**config.mk**
```make
export PLATFORM = sky130hd
export DESIGN_NAME = axi4_mem_port_arbiter_flat
export DESIGN_NICKNAME = d
export VERILOG_FILES = /design/src/rtl/axi4_mem_port_arbiter_if.sv /design/src/rtl/axi4_mem_port_arbiter.sv /design/src/flat_wrapper.sv
export SDC_FILE = /design/constraint.sdc
export NUM_CORES = 1
export LEC_CHECK = 0
export ABC_CLOCK_PERIOD_IN_PS = 2200
export CELL_PAD_IN_SITES_DETAIL_PLACEMENT = 0
export CELL_PAD_IN_SITES_GLOBAL_PLACEMENT = 1
export CORE_MARGIN = 8
export CORE_UTILIZATION = 25
export CTS_BUF_LIST = sky130_fd_sc_hd__clkbuf_4 sky130_fd_sc_hd__clkbuf_8 sky130_fd_sc_hd__clkbuf_16
export DETAILED_ROUTE_END_ITERATION = 7
export PLACE_DENSITY = 0.89
export SLEW_MARGIN = 10
export SYNTH_ARGS = -nofsm -noshare
export SYNTH_HDL_FRONTEND = slang
export SYNTH_SLANG_ARGS = --single-unit
export TNS_END_PERCENT = 20
```
**constraint.sdc**
```tcl
create_clock -name ACLK -period 2.2 [get_ports ACLK]
set_input_delay 0.22 -clock ACLK [delete_from_list [all_inputs] [get_ports ACLK]]
set_output_delay 0.22 -clock ACLK [all_outputs]
set_load 0.1 [all_outputs]
```
**src/rtl/axi4_mem_port_arbiter_if.sv**
```systemverilog
// axi4_mem_port_arbiter_if: request/beat/memory bundle between the burst engines, the arbiter and axi4_memory.
//   wr_*  write engine: req/len in, gnt/beat_ready/done out, beat valid/addr/data in
//   rd_*  read engine: req/len in, gnt/beat_ready out, beat valid/addr in, data/data_valid/done out
//   mem_* memory port: en/we/addr/wdata out of the arbiter, rdata back one cycle after a read
//   slave modport is the arbiter side, master modport the engine/memory side.
interface axi4_mem_port_arbiter_if #(
    parameter int DATA_WIDTH   = 32,
    parameter int MEMORY_DEPTH = 1024
);
    localparam int AW = $clog2(MEMORY_DEPTH);
    logic                  wr_req, wr_gnt, wr_beat_valid, wr_beat_ready, wr_done;
    logic [7:0]            wr_len, rd_len;
    logic [AW-1:0]         wr_addr, rd_addr, mem_addr;
    logic [DATA_WIDTH-1:0] wr_data, rd_data, mem_wdata, mem_rdata;
    logic                  rd_req, rd_gnt, rd_beat_valid, rd_beat_ready, rd_data_valid, rd_done;
    logic                  mem_en, mem_we;
    modport slave (
        input  wr_req, wr_len, wr_beat_valid, wr_addr, wr_data,
        input  rd_req, rd_len, rd_beat_valid, rd_addr, mem_rdata,
        output wr_gnt, wr_beat_ready, wr_done,
        output rd_gnt, rd_beat_ready, rd_data, rd_data_valid, rd_done,
        output mem_en, mem_we, mem_addr, mem_wdata
    );
    modport master (
        output wr_req, wr_len, wr_beat_valid, wr_addr, wr_data,
        output rd_req, rd_len, rd_beat_valid, rd_addr, mem_rdata,
        input  wr_gnt, wr_beat_ready, wr_done,
        input  rd_gnt, rd_beat_ready, rd_data, rd_data_valid, rd_done,
        input  mem_en, mem_we, mem_addr, mem_wdata
    );
endinterface

```
**src/rtl/axi4_mem_port_arbiter.sv**
```systemverilog
// axi4_mem_port_arbiter: shares single-port axi4_memory between write and read burst engines, one burst per grant.
//   ACLK/ARESET  clock, asynchronous active-high reset
//   bus          axi4_mem_port_arbiter_if.slave: engine requests/beats, read data return, memory port
//   AXI4_ARB_FIXED_PRIO_EN defined: write always wins a tie; otherwise round-robin between bursts.
module axi4_mem_port_arbiter #(
    parameter int DATA_WIDTH   = 32,
    parameter int MEMORY_DEPTH = 1024
) (
    input  logic                     ACLK,
    input  logic                     ARESET,
    axi4_mem_port_arbiter_if.slave   bus
);
    localparam int AW = $clog2(MEMORY_DEPTH);
    typedef enum logic [1:0] {IDLE, WR_BURST, RD_BURST, RD_DRAIN} state_t;
    state_t        state, state_nxt;
    logic [7:0]    beat_cnt;
    logic [AW-1:0] addr_nxt;
    logic          wr_acc, rd_acc, last_beat, wr_win;
    logic          rd_v1, rd_v2, rd_l1, rd_l2;

    assign bus.wr_gnt        = state == WR_BURST;
    assign bus.rd_gnt        = state == RD_BURST || state == RD_DRAIN;
    assign bus.wr_beat_ready = state == WR_BURST;
    assign bus.rd_beat_ready = state == RD_BURST;
    assign wr_acc    = state == WR_BURST && bus.wr_beat_valid;
    assign rd_acc    = state == RD_BURST && bus.rd_beat_valid;
    assign last_beat = beat_cnt == 8'd0;
    // Read data is valid two cycles after accept: one for the registered
    // memory request, one for the memory's read latency.
    assign bus.rd_data_valid = rd_v2;
    assign bus.rd_done       = rd_l2;
    assign bus.rd_data       = rd_v2 ? bus.mem_rdata : {DATA_WIDTH{1'b0}};
    assign addr_nxt = wr_acc ? bus.wr_addr : rd_acc ? bus.rd_addr : bus.mem_addr;

`ifdef AXI4_ARB_FIXED_PRIO_EN
    assign wr_win = bus.wr_req;
`else
    logic last_wr;
    // Reset as if read owned last, so write wins the first tie.
    always_ff @(posedge ACLK or posedge ARESET)
        if (ARESET)
            last_wr <= 1'b0;
        else if (wr_acc && last_beat)
            last_wr <= 1'b1;
        else if (state == RD_DRAIN && rd_l2)
            last_wr <= 1'b0;
    assign wr_win = bus.wr_req && (!bus.rd_req || !last_wr);
`endif

    always_ff @(posedge ACLK or posedge ARESET)
        if (ARESET)
            state <= IDLE;
        else
            state <= state_nxt;

    always_comb begin
        state_nxt = state;
        case (state)
            IDLE:     state_nxt = wr_win ? WR_BURST : bus.rd_req ? RD_BURST : IDLE;
            WR_BURST: state_nxt = wr_acc && last_beat ? IDLE : WR_BURST;
            RD_BURST: state_nxt = rd_acc && last_beat ? RD_DRAIN : RD_BURST;
            RD_DRAIN: state_nxt = rd_l2 ? IDLE : RD_DRAIN;
            default:  state_nxt = IDLE;
        endcase
    end

    always_ff @(posedge ACLK or posedge ARESET)
        if (ARESET) begin
            beat_cnt      <= 8'd0;
            bus.mem_en    <= 1'b0;
            bus.mem_we    <= 1'b0;
            bus.mem_addr  <= '0;
            bus.mem_wdata <= '0;
            bus.wr_done   <= 1'b0;
            rd_v1         <= 1'b0;
            rd_v2         <= 1'b0;
            rd_l1         <= 1'b0;
            rd_l2         <= 1'b0;
        end else begin
            beat_cnt      <= state == IDLE ? (wr_win ? bus.wr_len : bus.rd_req ? bus.rd_len : beat_cnt)
                                           : (wr_acc || rd_acc) ? beat_cnt - 8'd1 : beat_cnt;
            bus.mem_en    <= wr_acc || rd_acc;
            bus.mem_we    <= wr_acc;
            bus.mem_addr  <= addr_nxt;
            bus.mem_wdata <= wr_acc ? bus.wr_data : bus.mem_wdata;
            bus.wr_done   <= wr_acc && last_beat;
            rd_v1         <= rd_acc;
            rd_v2         <= rd_v1;
            rd_l1         <= rd_acc && last_beat;
            rd_l2         <= rd_l1;
        end
endmodule

```
**src/flat_wrapper.sv**
```systemverilog
// flat-port wrapper written by rule: the top's interface ports become plain ports
module axi4_mem_port_arbiter_flat 
#(
    parameter int DATA_WIDTH   = 32,
    parameter int MEMORY_DEPTH = 1024
)
  (ACLK, ARESET, bus_wr_req, bus_wr_len, bus_wr_beat_valid, bus_wr_addr, bus_wr_data, bus_rd_req, bus_rd_len, bus_rd_beat_valid, bus_rd_addr, bus_mem_rdata, bus_wr_gnt, bus_wr_beat_ready, bus_wr_done, bus_rd_gnt, bus_rd_beat_ready, bus_rd_data, bus_rd_data_valid, bus_rd_done, bus_mem_en, bus_mem_we, bus_mem_addr, bus_mem_wdata);
  axi4_mem_port_arbiter_if #(.DATA_WIDTH(DATA_WIDTH), .MEMORY_DEPTH(MEMORY_DEPTH)) bus_i ();
  input  logic ACLK;
  input  logic ARESET;
  input wire logic [$bits(bus_i.wr_req)-1:0] bus_wr_req;
  input wire logic [$bits(bus_i.wr_len)-1:0] bus_wr_len;
  input wire logic [$bits(bus_i.wr_beat_valid)-1:0] bus_wr_beat_valid;
  input wire logic [$bits(bus_i.wr_addr)-1:0] bus_wr_addr;
  input wire logic [$bits(bus_i.wr_data)-1:0] bus_wr_data;
  input wire logic [$bits(bus_i.rd_req)-1:0] bus_rd_req;
  input wire logic [$bits(bus_i.rd_len)-1:0] bus_rd_len;
  input wire logic [$bits(bus_i.rd_beat_valid)-1:0] bus_rd_beat_valid;
  input wire logic [$bits(bus_i.rd_addr)-1:0] bus_rd_addr;
  input wire logic [$bits(bus_i.mem_rdata)-1:0] bus_mem_rdata;
  output wire logic [$bits(bus_i.wr_gnt)-1:0] bus_wr_gnt;
  output wire logic [$bits(bus_i.wr_beat_ready)-1:0] bus_wr_beat_ready;
  output wire logic [$bits(bus_i.wr_done)-1:0] bus_wr_done;
  output wire logic [$bits(bus_i.rd_gnt)-1:0] bus_rd_gnt;
  output wire logic [$bits(bus_i.rd_beat_ready)-1:0] bus_rd_beat_ready;
  output wire logic [$bits(bus_i.rd_data)-1:0] bus_rd_data;
  output wire logic [$bits(bus_i.rd_data_valid)-1:0] bus_rd_data_valid;
  output wire logic [$bits(bus_i.rd_done)-1:0] bus_rd_done;
  output wire logic [$bits(bus_i.mem_en)-1:0] bus_mem_en;
  output wire logic [$bits(bus_i.mem_we)-1:0] bus_mem_we;
  output wire logic [$bits(bus_i.mem_addr)-1:0] bus_mem_addr;
  output wire logic [$bits(bus_i.mem_wdata)-1:0] bus_mem_wdata;
  assign bus_i.wr_req = bus_wr_req;
  assign bus_i.wr_len = bus_wr_len;
  assign bus_i.wr_beat_valid = bus_wr_beat_valid;
  assign bus_i.wr_addr = bus_wr_addr;
  assign bus_i.wr_data = bus_wr_data;
  assign bus_i.rd_req = bus_rd_req;
  assign bus_i.rd_len = bus_rd_len;
  assign bus_i.rd_beat_valid = bus_rd_beat_valid;
  assign bus_i.rd_addr = bus_rd_addr;
  assign bus_i.mem_rdata = bus_mem_rdata;
  assign bus_wr_gnt = bus_i.wr_gnt;
  assign bus_wr_beat_ready = bus_i.wr_beat_ready;
  assign bus_wr_done = bus_i.wr_done;
  assign bus_rd_gnt = bus_i.rd_gnt;
  assign bus_rd_beat_ready = bus_i.rd_beat_ready;
  assign bus_rd_data = bus_i.rd_data;
  assign bus_rd_data_valid = bus_i.rd_data_valid;
  assign bus_rd_done = bus_i.rd_done;
  assign bus_mem_en = bus_i.mem_en;
  assign bus_mem_we = bus_i.mem_we;
  assign bus_mem_addr = bus_i.mem_addr;
  assign bus_mem_wdata = bus_i.mem_wdata;
  axi4_mem_port_arbiter #(.DATA_WIDTH(DATA_WIDTH), .MEMORY_DEPTH(MEMORY_DEPTH)) u_core (.ACLK(ACLK), .ARESET(ARESET), .bus(bus_i));
endmodule
```
==> results.md <==
- DR iter-0 viols: 107
- Die height: about 120 um
- Post-synth ARST share: 1.000
- Period utilization: 0.8753
- Critical Path AT: approximately 2100 ps
- Status: finished clean
- Total number of H-tree levels: 3
- Worst-Skew Late Latency: 310 ps
- Drt drc: 0
- Post-synth top area share: 0.5307
- CP Max Fanout: 4
- Fin. max-slew vios: 0
- Fin crit period: a little under 2000 ps
- Commonest non-fill, non-tap cells in the layout: 125 x nand2_1, 105 x clkdlybuf4s50_1, 60 x dfrtp_1, 56 x buf_4, 35 x buf_12
- Setup TNS: 0 ps
- Post-synth EDFFs: 0
- Hold Crit Class: in -> async
- Die width: about 120 um
- Number of cells after detailed placement: 645
- Root Driver: clkbuf_16
- Rows: 39
- Initial antenna violation count: 0
- First-pass GRT wire length: roughly 16 mm
- Dominant synthesized flop cell: dfrtp_1
- Pin count of the biggest net entering global routing: 43
- Total power: approximately 4.8 mW
- YS warnings: 0
- Static Leak: about 2.5 nW
- Slowest stage delay, CP: a little under 500 ps
- DR WL/cell: between 15 and 20 um
- RSZ-0062 raised after global routing: no
- DRT Wirelength: 10.12 mm
- FF-to-FF End: u_core.state[0]$_DFF_PP0_
- Max_slew headroom: 0.5287
- Slowest-stage cell, CP: or4b_4
- DRT Pass-1 Iters: 4
- Synth Register Bits: 60
- TritonCTS Buffers: 9
- Path depth of the worst reg2reg path: 6
- Dpl hpwl: between 8 and 9 mm
- Share of layout cells above drive strength 1: 0.2317
- Register area share after synthesis: 0.5307
- Reg2reg start: u_core.beat_cnt[0]$_DFFE_PP0P_
- Die Area: about 15,000 um^2
- Syn nets: 435
- Clock Sinks: 60
- Slew @ Worst Pin: 707.0 ps
- Worst setup EP type: register
- Total gr overflow: 0
- Post_cts resized: 0
- Initial core utilization: 0.2521
- Post-synthesis cell area: 2829 um^2
- Mean Syn Cell Area: between 8 and 9 um^2
- Final GP Congestion: about 0.78
- Ports: approximately 190
- Mapped Cells: approximately 330
- Nets@finish: 620
- Max Freq: 519.3 MHz
- Layout Skew: roughly 3.6 ps
- R2r setup slk: between 200 and 300 ps
- MaxCap Viol Count: 0
- Post-synth cell types: 37
- Fin. Hold Viols: 0
- Buffers on Ports: 188
- Vias in the first global route: between 2,000 and 3,000
- Area of the multi-input gates: ~1200 um^2
- Area grow syn2layout: 91.55%
- Clock Path Buffers: 2
- Synth area leaders: dfrtp_1 53%, nand2_1 17%, and2_1 7.1%
- DR vias/cell: about 4.4
- Register Area: 1501 um^2
- Pwr Density: a little under 900 nW/um^2
- Crit path kind: reg -> reg
- Final ANT Viol Nets: 0
- Critical Path RT: 2390 ps
- Most common cell after layout, fill and taps aside: nand2_1
- Post-CTS setup buffer count: 0
- GRT Resource Usage Total: 0.1303
- Worst-path cell chain: inv_1 > ha_1 > or4b_4 > or4_4 > nor2_4 > o22ai_1
- Hold_buf cts: 0
- Post-synth top area cell: dfrtp_1
- Vias: between 2,000 and 3,000
- Maximum VDD drop: 0.5046 mV
- Antenna Cells: 0
- CORE AREA: around 11,000 um^2
- Worst setup SP type: register
- Layout Cells excl Fill: 661
- # fillers: 1,056
- Endpoints failing setup: 0
- CTS tree: built
- Clk pin slew, worst setup/hold paths: approximately 50 ps
-- worst max path at each step --
stage	slack (ps)	to	from	cells past startpoint
global placement	350	u_core.state[0]$_DFF_PP0_	u_core.beat_cnt[0]$_DFFE_PP0P_	6
detailed placement	290	u_core.state[0]$_DFF_PP0_	u_core.beat_cnt[0]$_DFFE_PP0P_	6
floorplan	-4	bus_rd_data[21]	u_core.bus.rd_data_valid$_DFF_PP0_	2
finish	270	u_core.state[0]$_DFF_PP0_	u_core.beat_cnt[0]$_DFFE_PP0P_	6
global route	210	u_core.state[0]$_DFF_PP0_	u_core.beat_cnt[0]$_DFFE_PP0P_	6
CTS	280	u_core.state[0]$_DFF_PP0_	u_core.beat_cnt[0]$_DFFE_PP0P_	6
-- stage by stage --
| step | instance area [um^2] | utilization | worst slack, ps | hold slack [ps] |
|---|---|---|---|---|
| floorplan | 2838 | - | -3.956 | 325.4 |
| global placement | 5097 | 0.4542 | 346.3 | 334.0 |
| detailed placement | 5097 | 0.4542 | 290.9 | 336.4 |
| CTS | 5419 | 0.4828 | 281.1 | 318.4 |
| global route | 5419 | 0.4828 | 213.6 | 356.2 |
| finish | 5419 | 0.4828 | 274.3 | 303.7 |
-- flip-flops by register name, summed over array words and instances, names as in the netlist --
name,cells
u_core.bus.mem_addr,10
u_core.state,2
u_core.bus.mem_we,1
u_core.bus.rd_done,1
u_core.rd_l1,1
u_core.bus.wr_done,1
u_core.rd_v1,1
u_core.bus.rd_data_valid,1
u_core.beat_cnt,8
u_core.bus.mem_wdata,32
u_core.last_wr,1
u_core.bus.mem_en,1
-- per-layer routing --
layer / GRT usage / share of wire
met1: 0.1520 / 0.42
met2: 0.2217 / 0.48
met3: 0.05474 / 0.10
met4: 0.02285 / 0.0062
met5: 0 / 0
-- cell type report --
class / count / share of cell area
Tap cell: 143 / 0.03302
Multi-Input combinational cell: 239 / 0.2249
Inverter: 7 / 0.004849
Clock buffer: 11 / 0.04549
Timing Repair Buffer: 196 / 0.4008
Clock inverter: 5 / 0.01385
Sequential cell: 60 / 0.2771
-- report_power, final --
part / switching, mW / total [mW] / internal [mW]
registers: 0.160 / 1.47 / 1.31
logic: 1.34 / 1.88 / 0.546
clock network: 0.467 / 1.50 / 1.03
-- worst max-delay path: cells and delay by family, from the launching register on --
family	cells	cell delay, ps
compound gates	1	70
buf+inv	1	80
simple gates	3	1060
flops	1	410
fa+ha+maj	1	180
-- cells by family after synthesis --
group / synth area share
AOI/OAI and AO/OA: 0.09907
adders and majority gates: 0.004422
buffers and inverters: 0.04157
DFF: 0.5307
muxes: 0.02565
and+or+nand+nor: 0.2985
-- synth_stat cells (all sizes together) (3+ instances only) --
library cell / n
a21oi: 3
and2: 32
a22oi: 3
clkbuf: 17
dfrtp: 60
nor2: 18
a31oi: 11
buf: 5
mux2i: 5
inv: 6
nand2: 125
o21ai: 11
(Power assumes the default switching activity.)
